## config.mk

```make
export PLATFORM = sky130hd
export DESIGN_NAME = gunshot_locator
export DESIGN_NICKNAME = d
export VERILOG_FILES = /design/src/rtl/gunshot_pkg.sv /design/src/rtl/gsl_peak_select.sv /design/src/rtl/gunshot_locator.sv
export SDC_FILE = /design/constraint.sdc
export NUM_CORES = 1
export LEC_CHECK = 0
export ABC_AREA = 1
export BUFFER_PORTS_ARGS = -buffer_cell sky130_fd_sc_hd__buf_4
export CORE_AREA = 8 8 142 144
export DETAILED_ROUTE_END_ITERATION = 16
export DIE_AREA = 0 0 150 152
export GPL_TIMING_DRIVEN = 0
export HOLD_SLACK_MARGIN = 0.1
export PLACE_DENSITY = 0.57
export SLEW_MARGIN = 5
export SYNTH_ARGS = -nofsm -noshare
export SYNTH_HDL_FRONTEND = slang
export SYNTH_SLANG_ARGS = --single-unit
```

## constraint.sdc

```tcl
create_clock -name clk -period 20.4 [get_ports clk]
set_input_delay 6.12 -clock clk [delete_from_list [all_inputs] [get_ports clk]]
set_output_delay 6.12 -clock clk [all_outputs]
set_load 0.02 [all_outputs]
```

## src/rtl/gunshot_pkg.sv

```systemverilog
// Shared definitions for the gunshot locator: FSM encoding, default parameters
// and the flattened-bus channel slice helper.
package gunshot_pkg;

  typedef enum logic [1:0] {
    ST_IDLE    = 2'd0,
    ST_WINDOW  = 2'd1,
    ST_REPORT  = 2'd2,
    ST_HOLDOFF = 2'd3
  } gsl_state_e;

  localparam int DEF_N_CH      = 6;
  localparam int DEF_DW        = 16;
  localparam int DEF_THRESHOLD = 32'h0000_0A00;
  localparam int DEF_WIN_LEN   = 64;
  localparam int DEF_HOLDOFF   = 1024;
  localparam int CNT_W         = 16;

  // LSB position of channel ch inside a flattened bus of dw-bit samples.
  function automatic int unsigned ch_lsb(input int unsigned ch, input int unsigned dw);
    return ch * dw;
  endfunction

endpackage

```

## src/rtl/gsl_peak_select.sv

```systemverilog
// Combinational per-sample analysis: threshold crossing set, lowest crossing
// channel, and the largest crossing sample with its (lowest) channel index.
module gsl_peak_select
  import gunshot_pkg::*;
#(
  parameter int            N_CH      = DEF_N_CH,
  parameter int            DW        = DEF_DW,
  parameter logic [DW-1:0] THRESHOLD = DW'(DEF_THRESHOLD),
  localparam int           CW        = $clog2(N_CH)
) (
  input  logic [N_CH*DW-1:0] mic_data,
  output logic               any_cross,
  output logic [N_CH-1:0]    cross_mask,
  output logic [CW-1:0]      first_ch,
  output logic [DW-1:0]      max_val,
  output logic [CW-1:0]      max_ch
);

  logic [DW-1:0] samp [N_CH];

  for (genvar g = 0; g < N_CH; g++) begin : g_slice
    assign samp[g] = mic_data[ch_lsb(g, DW) +: DW];
  end

  // Ascending scan with strict compare keeps the lowest index on ties.
  always_comb begin
    any_cross  = 1'b0;
    cross_mask = '0;
    first_ch   = '0;
    max_val    = '0;
    max_ch     = '0;
    for (int k = 0; k < N_CH; k++) begin
      if (samp[k] > THRESHOLD) begin
        cross_mask[k] = 1'b1;
        if (!any_cross) begin
          first_ch = CW'(k);
          max_val  = samp[k];
          max_ch   = CW'(k);
        end else if (samp[k] > max_val) begin
          max_val = samp[k];
          max_ch  = CW'(k);
        end
        any_cross = 1'b1;
      end
    end
  end

endmodule

```

## src/rtl/gunshot_locator.sv

```systemverilog
// Gunshot event locator: opens a capture window on the first threshold crossing,
// reports earliest channel, peak and crossing mask, then holds off re-arming.
module gunshot_locator
  import gunshot_pkg::*;
#(
  parameter int            N_CH      = DEF_N_CH,
  parameter int            DW        = DEF_DW,
  parameter logic [DW-1:0] THRESHOLD = DW'(DEF_THRESHOLD),
  parameter int            WIN_LEN   = DEF_WIN_LEN,
  parameter int            HOLDOFF   = DEF_HOLDOFF,
  localparam int           CW        = $clog2(N_CH)
) (
  input  logic               clk,
  input  logic               reset,
  input  logic               sample_valid,
  input  logic [N_CH*DW-1:0] mic_data,
  output logic               evt_valid,
  input  logic               evt_ready,
  output logic [CW-1:0]      evt_first_ch,
  output logic [CW-1:0]      evt_peak_ch,
  output logic [DW-1:0]      evt_peak,
  output logic [N_CH-1:0]    evt_ch_mask,
  output logic               evt_overrun,
  output logic               busy
);

  localparam logic [CNT_W-1:0] WIN_LAST  = CNT_W'(WIN_LEN);
  localparam logic [CNT_W-1:0] HOLD_LAST = CNT_W'(HOLDOFF);

  gsl_state_e        state_q, state_d;
  logic [CNT_W-1:0]  win_cnt_q;
  logic [CNT_W-1:0]  hold_cnt_q;
  logic [CW-1:0]     first_ch_q;
  logic [CW-1:0]     peak_ch_q;
  logic [DW-1:0]     peak_q;
  logic [N_CH-1:0]   mask_q;
  logic              ovr_pend_q;
  logic              ovr_rpt_q;

  logic              any_cross;
  logic [N_CH-1:0]   sel_mask;
  logic [CW-1:0]     sel_first;
  logic [DW-1:0]     sel_max;
  logic [CW-1:0]     sel_max_ch;

  logic              smp_cross;
  logic              start_evt;
  logic              win_adv;
  logic              hold_adv;
  logic              handshake;
  logic              ignored;
  logic              rpt_enter;

  gsl_peak_select #(
    .N_CH      (N_CH),
    .DW        (DW),
    .THRESHOLD (THRESHOLD)
  ) u_peak_select (
    .mic_data   (mic_data),
    .any_cross  (any_cross),
    .cross_mask (sel_mask),
    .first_ch   (sel_first),
    .max_val    (sel_max),
    .max_ch     (sel_max_ch)
  );

  assign smp_cross = sample_valid & any_cross;

  always_ff @(posedge clk) begin
    if (reset) state_q <= ST_IDLE;
    else       state_q <= state_d;
  end

  always_comb begin
    state_d   = state_q;
    start_evt = 1'b0;
    win_adv   = 1'b0;
    hold_adv  = 1'b0;
    handshake = 1'b0;
    ignored   = 1'b0;
    case (state_q)
      ST_IDLE: begin
        if (smp_cross) begin
          start_evt = 1'b1;
          state_d   = (WIN_LAST == CNT_W'(1)) ? ST_REPORT : ST_WINDOW;
        end
      end
      ST_WINDOW: begin
        if (sample_valid) begin
          win_adv = 1'b1;
          if (win_cnt_q + CNT_W'(1) == WIN_LAST) state_d = ST_REPORT;
        end
      end
      ST_REPORT: begin
        // A crossing coinciding with the handshake still belongs to this record's dead time.
        ignored = smp_cross;
        if (evt_ready) begin
          handshake = 1'b1;
          state_d   = (HOLD_LAST == '0) ? ST_IDLE : ST_HOLDOFF;
        end
      end
      ST_HOLDOFF: begin
        ignored = smp_cross;
        if (sample_valid) begin
          hold_adv = 1'b1;
          if (hold_cnt_q + CNT_W'(1) == HOLD_LAST) state_d = ST_IDLE;
        end
      end
      default: state_d = ST_IDLE;
    endcase
  end

  assign rpt_enter = (state_d == ST_REPORT) && (state_q != ST_REPORT);

  always_ff @(posedge clk) begin
    if (reset) begin
      win_cnt_q  <= '0;
      hold_cnt_q <= '0;
      first_ch_q <= '0;
      peak_ch_q  <= '0;
      peak_q     <= '0;
      mask_q     <= '0;
      ovr_pend_q <= 1'b0;
      ovr_rpt_q  <= 1'b0;
    end else begin
      if (start_evt) begin
        first_ch_q <= sel_first;
        peak_q     <= sel_max;
        peak_ch_q  <= sel_max_ch;
        mask_q     <= sel_mask;
        win_cnt_q  <= CNT_W'(1);
      end else if (win_adv) begin
        win_cnt_q <= win_cnt_q + CNT_W'(1);
        mask_q    <= mask_q | sel_mask;
        if (any_cross && (sel_max > peak_q)) begin
          peak_q    <= sel_max;
          peak_ch_q <= sel_max_ch;
        end
      end

      if (handshake)     hold_cnt_q <= '0;
      else if (hold_adv) hold_cnt_q <= hold_cnt_q + CNT_W'(1);

      // Ignored crossings accumulate until the next record opens, which snapshots them.
      if (rpt_enter) begin
        ovr_rpt_q  <= ovr_pend_q;
        ovr_pend_q <= 1'b0;
      end else begin
        if (handshake) ovr_rpt_q  <= 1'b0;
        if (ignored)   ovr_pend_q <= 1'b1;
      end
    end
  end

  assign evt_valid    = (state_q == ST_REPORT);
  assign busy         = (state_q != ST_IDLE);
  assign evt_first_ch = first_ch_q;
  assign evt_peak_ch  = peak_ch_q;
  assign evt_peak     = peak_q;
  assign evt_ch_mask  = mask_q;
  assign evt_overrun  = ovr_rpt_q;

endmodule

```

# Yosys cells after proc, flatten, opt, wreduce, memory -nomap -nowiden
# Index checks and enable logic that the tools add are counted.
# op_classes
n_eq_ne	7
mux	79
bitwise_logic	2
n_addsub	2
n_reduce_logical	12
order_cmp	12
# ops
operator	count
16-bit two-way mux	19
16-bit by 12-bit > comparator with 1-bit output, second input constant	6
16-bit > comparator	6
3-bit two-way mux	26
16-bit by 1-bit adder with 16-bit output, second input constant	2
1-bit two-way mux	25
16-bit by 11-bit equality test with 1-bit output, second input constant	1
16-bit by 7-bit equality test with 1-bit output, second input constant	1
2-bit two-way mux	6
6-bit two-way mux	2
2-bit case mux with 4 select lines	1
2-bit nonzero test	4
2-bit OR reduction	4
2-bit equality test, second input constant	3
6-bit OR	1
2-bit by 1-bit equality test with 1-bit output, second input constant	1
1-bit logical AND	2
2-bit logical NOT	1
2-bit inequality test, second input constant	1
2-bit AND reduction	1
1-bit AND	1
# totals
regBits	64
input_bits	100
out_inout_bits	31
elab_cells	124

# Longest topological paths before layout
# Gate-level depths: netlist of the first run.
# depth
ltp_word	27
mapped_depth	101
ltp_nobuf	96

# By module
# From an unflattened synthesis of the first run, not the netlist that was laid out.
# hier_totals
hier_cells	1196
hier_area_um2	7424.6
# by_module_without_submodules
mod	n_inst	area_per_inst_um2	seq_area_each_um2	cells_per_inst
gunshot_locator	1	3806.2	1281.2	557
gsl_peak_select	1	3618.5	0.0	639

# Least setup slack after synthesis of the first run
# No wires, ideal clock.
# synth_path
path_type	input -> register
from	input port mic_data[1]
to	register peak_q[12] (netlist: evt_peak[12])
n_path_buf	7
arrival_ns	16.087
path_stages	82
slack_ns	4.177
required_time_ns	20.263
setup_ns	0.137
cell_sequence	inv_2 > nand2_1 > nor4_2 > nand2_1 > nand2_2 > inv_2 > buf_4 > nand2_1 > ha_1 > nand2_1 > inv_1 > nand2_1 > nand2_1 > nand2_1 > nand2_1 > nand2_1 > nand2_1 > nand2_1 > (+46 left out) > nand2_1 > o2111ai_1 > o41ai_1 > o21ai_0 > inv_1 > buf_1 > or2_2 > nand2_1 > inv_1 > ha_1 > nand2_1 > nor3_1 > nand2_1 > o2111ai_1 > o2111ai_1 > nand2_1 > clkbuf_1 > a21oi_1
# synth_via
elab_chain_len	26
elab_cells_between_ends	39
classes_between	order compare: 7; mux: 27; bitwise: 1; reduce/logical: 4
# synth_lines
element	line	rtl
start, declared	gunshot_locator.sv:16	input logic [N_CH*DW-1:0] mic_data,
16-bit by 12-bit > comparator with 1-bit output	gsl_peak_select.sv:33	if (samp[k] > THRESHOLD) begin
16-bit two-way mux	gsl_peak_select.sv:33	
16-bit > comparator	gsl_peak_select.sv:39	end else if (samp[k] > max_val) begin
16-bit two-way mux	gsl_peak_select.sv:39	
16-bit two-way mux	gsl_peak_select.sv:35	if (!any_cross) begin
16-bit two-way mux	gsl_peak_select.sv:33	
16-bit > comparator	gsl_peak_select.sv:39	
16-bit two-way mux	gsl_peak_select.sv:39	
(+11 left out)	n/a	
16-bit two-way mux	gsl_peak_select.sv:39	
16-bit two-way mux	gsl_peak_select.sv:35	
16-bit two-way mux *	gsl_peak_select.sv:33	
net sel_max[9]	gunshot_locator.sv:43	logic [DW-1:0] sel_max;
16-bit > comparator *	gunshot_locator.sv:135	if (any_cross && (sel_max > peak_q)) begin
1-bit logical AND *	gunshot_locator.sv:135	
2-bit nonzero test (no source line) *	n/a	
2-bit AND reduction (no source line) *	n/a	
end signal, assigned	gunshot_locator.sv:128	peak_q <= sel_max;
end signal, assigned	gunshot_locator.sv:136	peak_q <= sel_max;
end, declared	gunshot_locator.sv:35	logic [DW-1:0] peak_q;
# The timed path passes the listed nets; every way through them passes the cells marked *. The select of a mux whose other input is x is not followed.
# A chain may end at the register's enable or synchronous reset.

# Worst setup path in the final report of the first run
# layout_path
from	input port mic_data[6]
to	register peak_q[7] (netlist: evt_peak[7])
# Same word-level chain as after synthesis.

==> flow_summary.yaml, run 1 <==
yosys:
  netlist_area_sq_um: 7020
  synth_seq_cells: 64
  syn_inst: 1062
  synth_seq_area_share: 0.183
  yosys-top-cells-count: "nand2_1, inv_1, ha_1, o21ai_0, dfxtp_1"
  synth_fp_nets: 1257
  avgSynthCellArea_sq_um: 6.61
  ys.flop_type: "dfxtp_1"
  yosysMostFrequentCell: "nand2_1"
  yosysWarnings: 0
  ys_async_sr_fraction: 0
  synth.distinct_cells: 56
  yosys-top-cells-area: "dfxtp_1, ha_1, nand2_1"
  synth_top_area_frac: 0.183
  yosysTopAreaCell: "dfxtp_1"
  synth-edff-count: 0
pwr:
  p_leak_nw: 4.35
  vdd_drop_max_uv: 67.2
  p_per_area_nw_per_um2: 100
cells_and_area:
  layout.nets: 1397
  antenna-diode-count: 0
  areaGrowthSynthToFinish_pct: 22.3
  n_fill_cell: 1927
  drive_gt1_frac: 0.181
  regArea_sq_um: 1280
  multi_input_area_sq_um: 4900
grt:
  grt_max_degree: 12
  grt_usage: 0.184
  grt_pass1_wl_mm: 34.5
  overflow: 0
  antenna_found_initial: 0
  grt_pass1_vias: 6964
route:
  wl_met3_um: 926
  vias: 7158
  routed_wl_mm: 21.3
  viasPerCell: 4.98
  wl_met2_mm: 9.60
  drt_pass1_iterations: 4
  wire_per_inst_um: 14.8
  wl_met1_mm: 10.5
  drt_iter0_markers: 353
  antenna_left: 0
  drc: 0
  top_layer: "met4"
cts:
  clkTransAtPathRegs_ps: 50
  numCtsBuffers: 9
  cts_tree: "yes"
  cts_buffer_depth: 2
  clk-insertion-delay-late_ps: 330
  cts_root_buf: "clkbuf_16"
  cts_hold_buf: 0
  clock_sinks: 64
  htreeDepth: 3
setup_path:
  r2r_setup_slack_ps: 17370
  crit_fanout: 10
  critPathCaptureType: "flip-flop"
  cpPeakStageDelay_ps: 420
  crit_type: "in -> reg"
  start_kind: "primary input"
  critical_path_arrival_ps: 19180
  required_ps: 20670
  crit_path_top_delay_cell: "clkbuf_1"
  crit_top_cell: "nand2_1"
timing:
  tightest_slew_ps: 1260
  rsz0062_at_grt: "no"
  hold_viol: 0
  setup_viol: 0
  fin_skew_ps: 11.0
  final.setup.worst_slack_ps: 1480
  hold_ws_ps: 453
  setup_tns_ps: 0
  clock.fmax_mhz: 52.9
  post-route-period-util: 0.927
  slew-limit-headroom: 0.157
  period_minus_slack_ps: 18920
  slew_violations: 0
floorplan:
  start_util: 0.395
  ios: 131
  placementRows: 49
  die_h_um: 152
  die_area_sq_um: 22800
  core_area_sq_um: 17800
  die_w_um: 150
placed_design:
  io_buffers: 129
  pre_cts_ws_ps: 908
  gp_congestion: 0.904
  dp_hpwl_mm: 18.2
min_path:
  hp-class: "reg -> reg"
flow_run:
  cap_violations: 0
status:
  outcome: "complete, no violations"
registers in the layout, indices dropped and copies added (netlist names):
register	flops
evt_peak	16
hold_cnt_q	16
win_cnt_q	16
evt_ch_mask	6
evt_first_ch	3
evt_peak_ch	3
state_q	2
evt_overrun	1
ovr_pend_q	1
placed cells by master, fill, tap and decap left out, types with 14 or more instances in the layout:
cell / count
nand2_1: 216
inv_1: 171
buf_4: 131
ha_1: 95
o21ai_0: 85
dfxtp_1: 64
a21oi_1: 63
nand3_1: 57
nor2_1: 54
xor2_1: 24
nand4_1: 20
nor3_1: 17
a211oi_1: 14
nor4_1: 14
clkbuf_1: 14
and2_1: 14
report_power, final:
group | total, mW | switching, mW | internal (mW)
combinational | 0.552 | 0.336 | 0.216
clock | 0.155 | 0.0570 | 0.0977
sequential | 0.151 | 0.0115 | 0.140
cells by family (layout without fill, tap and decap cells):
family / after synthesis / after routing / synth area share
simple gates: 447 / 447 / 0.308
compound gates: 220 / 220 / 0.188
xor+xnor: 26 / 26 / 0.0325
fa+ha+maj: 95 / 95 / 0.169
buf+inv: 210 / 355 / 0.119
flops: 64 / 64 / 0.183
repair_timing:
| item | 4_1_cts | 5_1_grt |
|---|---|---|
| resized for setup | 0 | 3 |
| endpoints found under the setup margin | 0 | 12 |
| hold endpoints to repair | 0 | 0 |
| buffers inserted | 0 | 0 |
worst max-delay path: cells and delay by family:
family / cells / cell delay (ps)
compound gates: 23 / 3720
simple gates: 39 / 4400
fa+ha+maj: 6 / 1680
buf+inv: 16 / 3190
final timing paths:
path         depth (start not counted)           to     startpoint
max                                 84  evt_peak[7]    mic_data[6]
min                                  2   ovr_pend_q     ovr_pend_q
max reg2reg                         16   state_q[0]  hold_cnt_q[0]
min reg2reg                          2   ovr_pend_q     ovr_pend_q
per-stage QoR:
stage | power (mW) | utilization | std cells | area (sq um)
after floorplan | 0.554 | - | 1062 | 7020
after global placement | 0.700 | 0.465 | 1420 | 8270
after detailed placement | 0.706 | 0.465 | 1420 | 8270
after CTS | 0.864 | 0.482 | 1436 | 8570
after global routing | 0.955 | 0.482 | 1436 | 8580
final | 0.858 | 0.482 | 1436 | 8580
layer usage:
layer | global-route usage | vias up
met1 | 0.247 | 3122
met4 | 0.0433 | 0
met3 | 0.0306 | 16
met2 | 0.300 | 157
met5 | 0 | -
li1 | - | 3863
layout make-up:
| type | count | share of cell area |
|---|---|---|
| multi-input combinational | 788 | 0.572 |
| sequential | 64 | 0.149 |
| timing repair buffer | 129 | 0.113 |
| inverter | 186 | 0.0814 |
| tap | 229 | 0.0334 |
| clock buffer | 11 | 0.0283 |
| buffer | 24 | 0.0163 |
| clock inverter | 5 | 0.00656 |
No activity file was read; power rests on OpenSTA's default activity.
==> inputs of run 2 (changes only) <==
Settings changed: CORE_AREA 8 8 142 144 to 8 8 128 130, DIE_AREA 0 0 150 152 to 0 0 136 138, PLACE_DENSITY 0.57 to 0.73.
==> run 2 against run 1 <==
Against the previous run: first-iteration DRC count down 8.8%; global-route usage grew 2.7 points; sequential cell count stayed put; combinational power shrank 0.7%; utilization increased by 11 points; sequential share of layout area is 0.070 points higher; total power up 0.63%; maximum frequency is 0.39% higher; clock power grew 6%; setup slack better by 74 ps; hold slack improved by 10 ps; wire length decreased by 5.3%; largest cell class unchanged; highest routed layer unchanged.
==> flow_summary.yaml, run 2 (synthesis gave the netlist of run 1 again) <==
cells_and_area:
  final_common_cell: "nand2_1"
  regArea_sq_um: 1280
  antenna-diode-count: 0
  n_fill_cell: 1384
  areaGrowthSynthToFinish_pct: 21.7
  fin_area_sq_um: 8540
  layout_common_cells: "nand2_1, inv_1, buf_4"
  drive_gt1_frac: 0.180
  layout.nets: 1397
  final_cells: 1391
  multi_input_area_sq_um: 4900
setup_path:
  critical_path_arrival_ps: 19030
  crit_fanout: 10
  r2r_setup_slack_ps: 17350
  start_kind: "primary input"
  reg2reg_from: "hold_cnt_q[0]"
  cp-endpoint: "evt_peak[15]"
  cp-startpoint: "mic_data[4]"
  crit_top_cell: "nand2_1"
  cpPeakStageDelay_ps: 590
  critPathCaptureType: "flip-flop"
  rr_worst_depth: 16
  crit_type: "in -> reg"
  crit_path_top_delay_cell: "nor4_1"
  required_ps: 20590
  r2r-end: "state_q[0]"
cts:
  clock_sinks: 64
  clkTransAtPathRegs_ps: 50
  clk-insertion-delay-late_ps: 330
  cts_hold_buf: 0
  cts_root_buf: "clkbuf_16"
  cts_setup_buffers: 0
  ctsResizeCount: 0
  cts_buffer_depth: 2
  htreeDepth: 3
  numCtsBuffers: 9
  cts_tree: "yes"
route:
  drt_pass1_iterations: 5
  vias: 7322
  drt_iter0_markers: 322
  drc: 0
  wire_per_inst_um: 14.5
  routed_wl_mm: 20.1
  antenna_left: 0
  viasPerCell: 5.26
grt:
  grt_pass1_vias: 7122
  grt_max_degree: 12
  grt_usage: 0.211
  grt_pass1_wl_mm: 33.2
  overflow: 0
  antenna_found_initial: 0
timing:
  clock.fmax_mhz: 53.1
  post-route-period-util: 0.924
  hold_ws_ps: 463
  setup_viol: 0
  period_minus_slack_ps: 18840
  setup_tns_ps: 0
  slew-limit-headroom: 0.212
  rsz0062_at_grt: "no"
  slew_violations: 0
  hold_viol: 0
  tightest_slew_ps: 1180
  fin_skew_ps: 6.28
placed_design:
  io_buffers: 129
  dp_cells: 1375
  placed_cell_area_sq_um: 8210
  gp_congestion: 0.921
  dp_hpwl_mm: 17.2
floorplan:
  die_area_sq_um: 18800
  ios: 131
  die_w_um: 136
  core_area_sq_um: 14300
  die_h_um: 138
  start_util: 0.490
  placementRows: 44
min_path:
  hp-class: "reg -> reg"
pwr:
  vdd_drop_max_uv: 45.5
  p_per_area_nw_per_um2: 101
  design_power_total_uw: 863
  p_leak_nw: 4.35
status:
  outcome: "complete, no violations"
flow_run:
  cap_violations: 0
[run 2: cell count changes in the layout (fill, tap and decap cells not counted), sizes merged]
cell,change
clkinv,-2
clkinvlp,+1
bufinv,+1
[run 2: worst min-delay path by stage]
stage	from	end	depth (start not counted)
finish	evt_ch_mask[3]	evt_ch_mask[3]	1
global route	ovr_pend_q	ovr_pend_q	2
CTS	evt_ch_mask[3]	evt_ch_mask[3]	1
detailed placement	ovr_pend_q	ovr_pend_q	2
global placement	ovr_pend_q	ovr_pend_q	2
floorplan	ovr_pend_q	ovr_pend_q	2
[run 2: layout make-up]
type,count,area share
plain buffers,24,0.0163
clock buffers,11,0.0284
clock inverters,5,0.00938
inverters,186,0.0818
multi-input cells,788,0.574
flip-flops and latches,64,0.150
well taps,184,0.0270
repair buffers,129,0.113
[run 2: power breakdown]
| part | internal, mW | switching, mW |
|---|---|---|
| Combinational | 0.217 | 0.331 |
| Clock | 0.110 | 0.0549 |
| Sequential | 0.140 | 0.0110 |
[run 2: routing by layer]
metal / GRT usage / part of all wire / vias to the layer above
li1: - / - / 3861
met1: 0.264 / 0.47 / 3245
met2: 0.360 / 0.47 / 188
met3: 0.0341 / 0.046 / 28
met4: 0.0654 / 0.021 / 0
met5: 0 / 0 / -
[run 2: per-stage QoR]
stage,setup WS (ps),utilization
final,1560,0.596
after global routing,173,0.596
after CTS,1540,0.596
after detailed placement,1260,0.574
after global placement,1360,0.574
after floorplan,4180,-
[run 2: critical path: cells and delay by family]
kind                       cells  cell delay (ps)
AOI/OAI and AO/OA             20             3330
adders and majority gates      6             1570
buffers and inverters         14             3060
and+or+nand+nor               40             4940
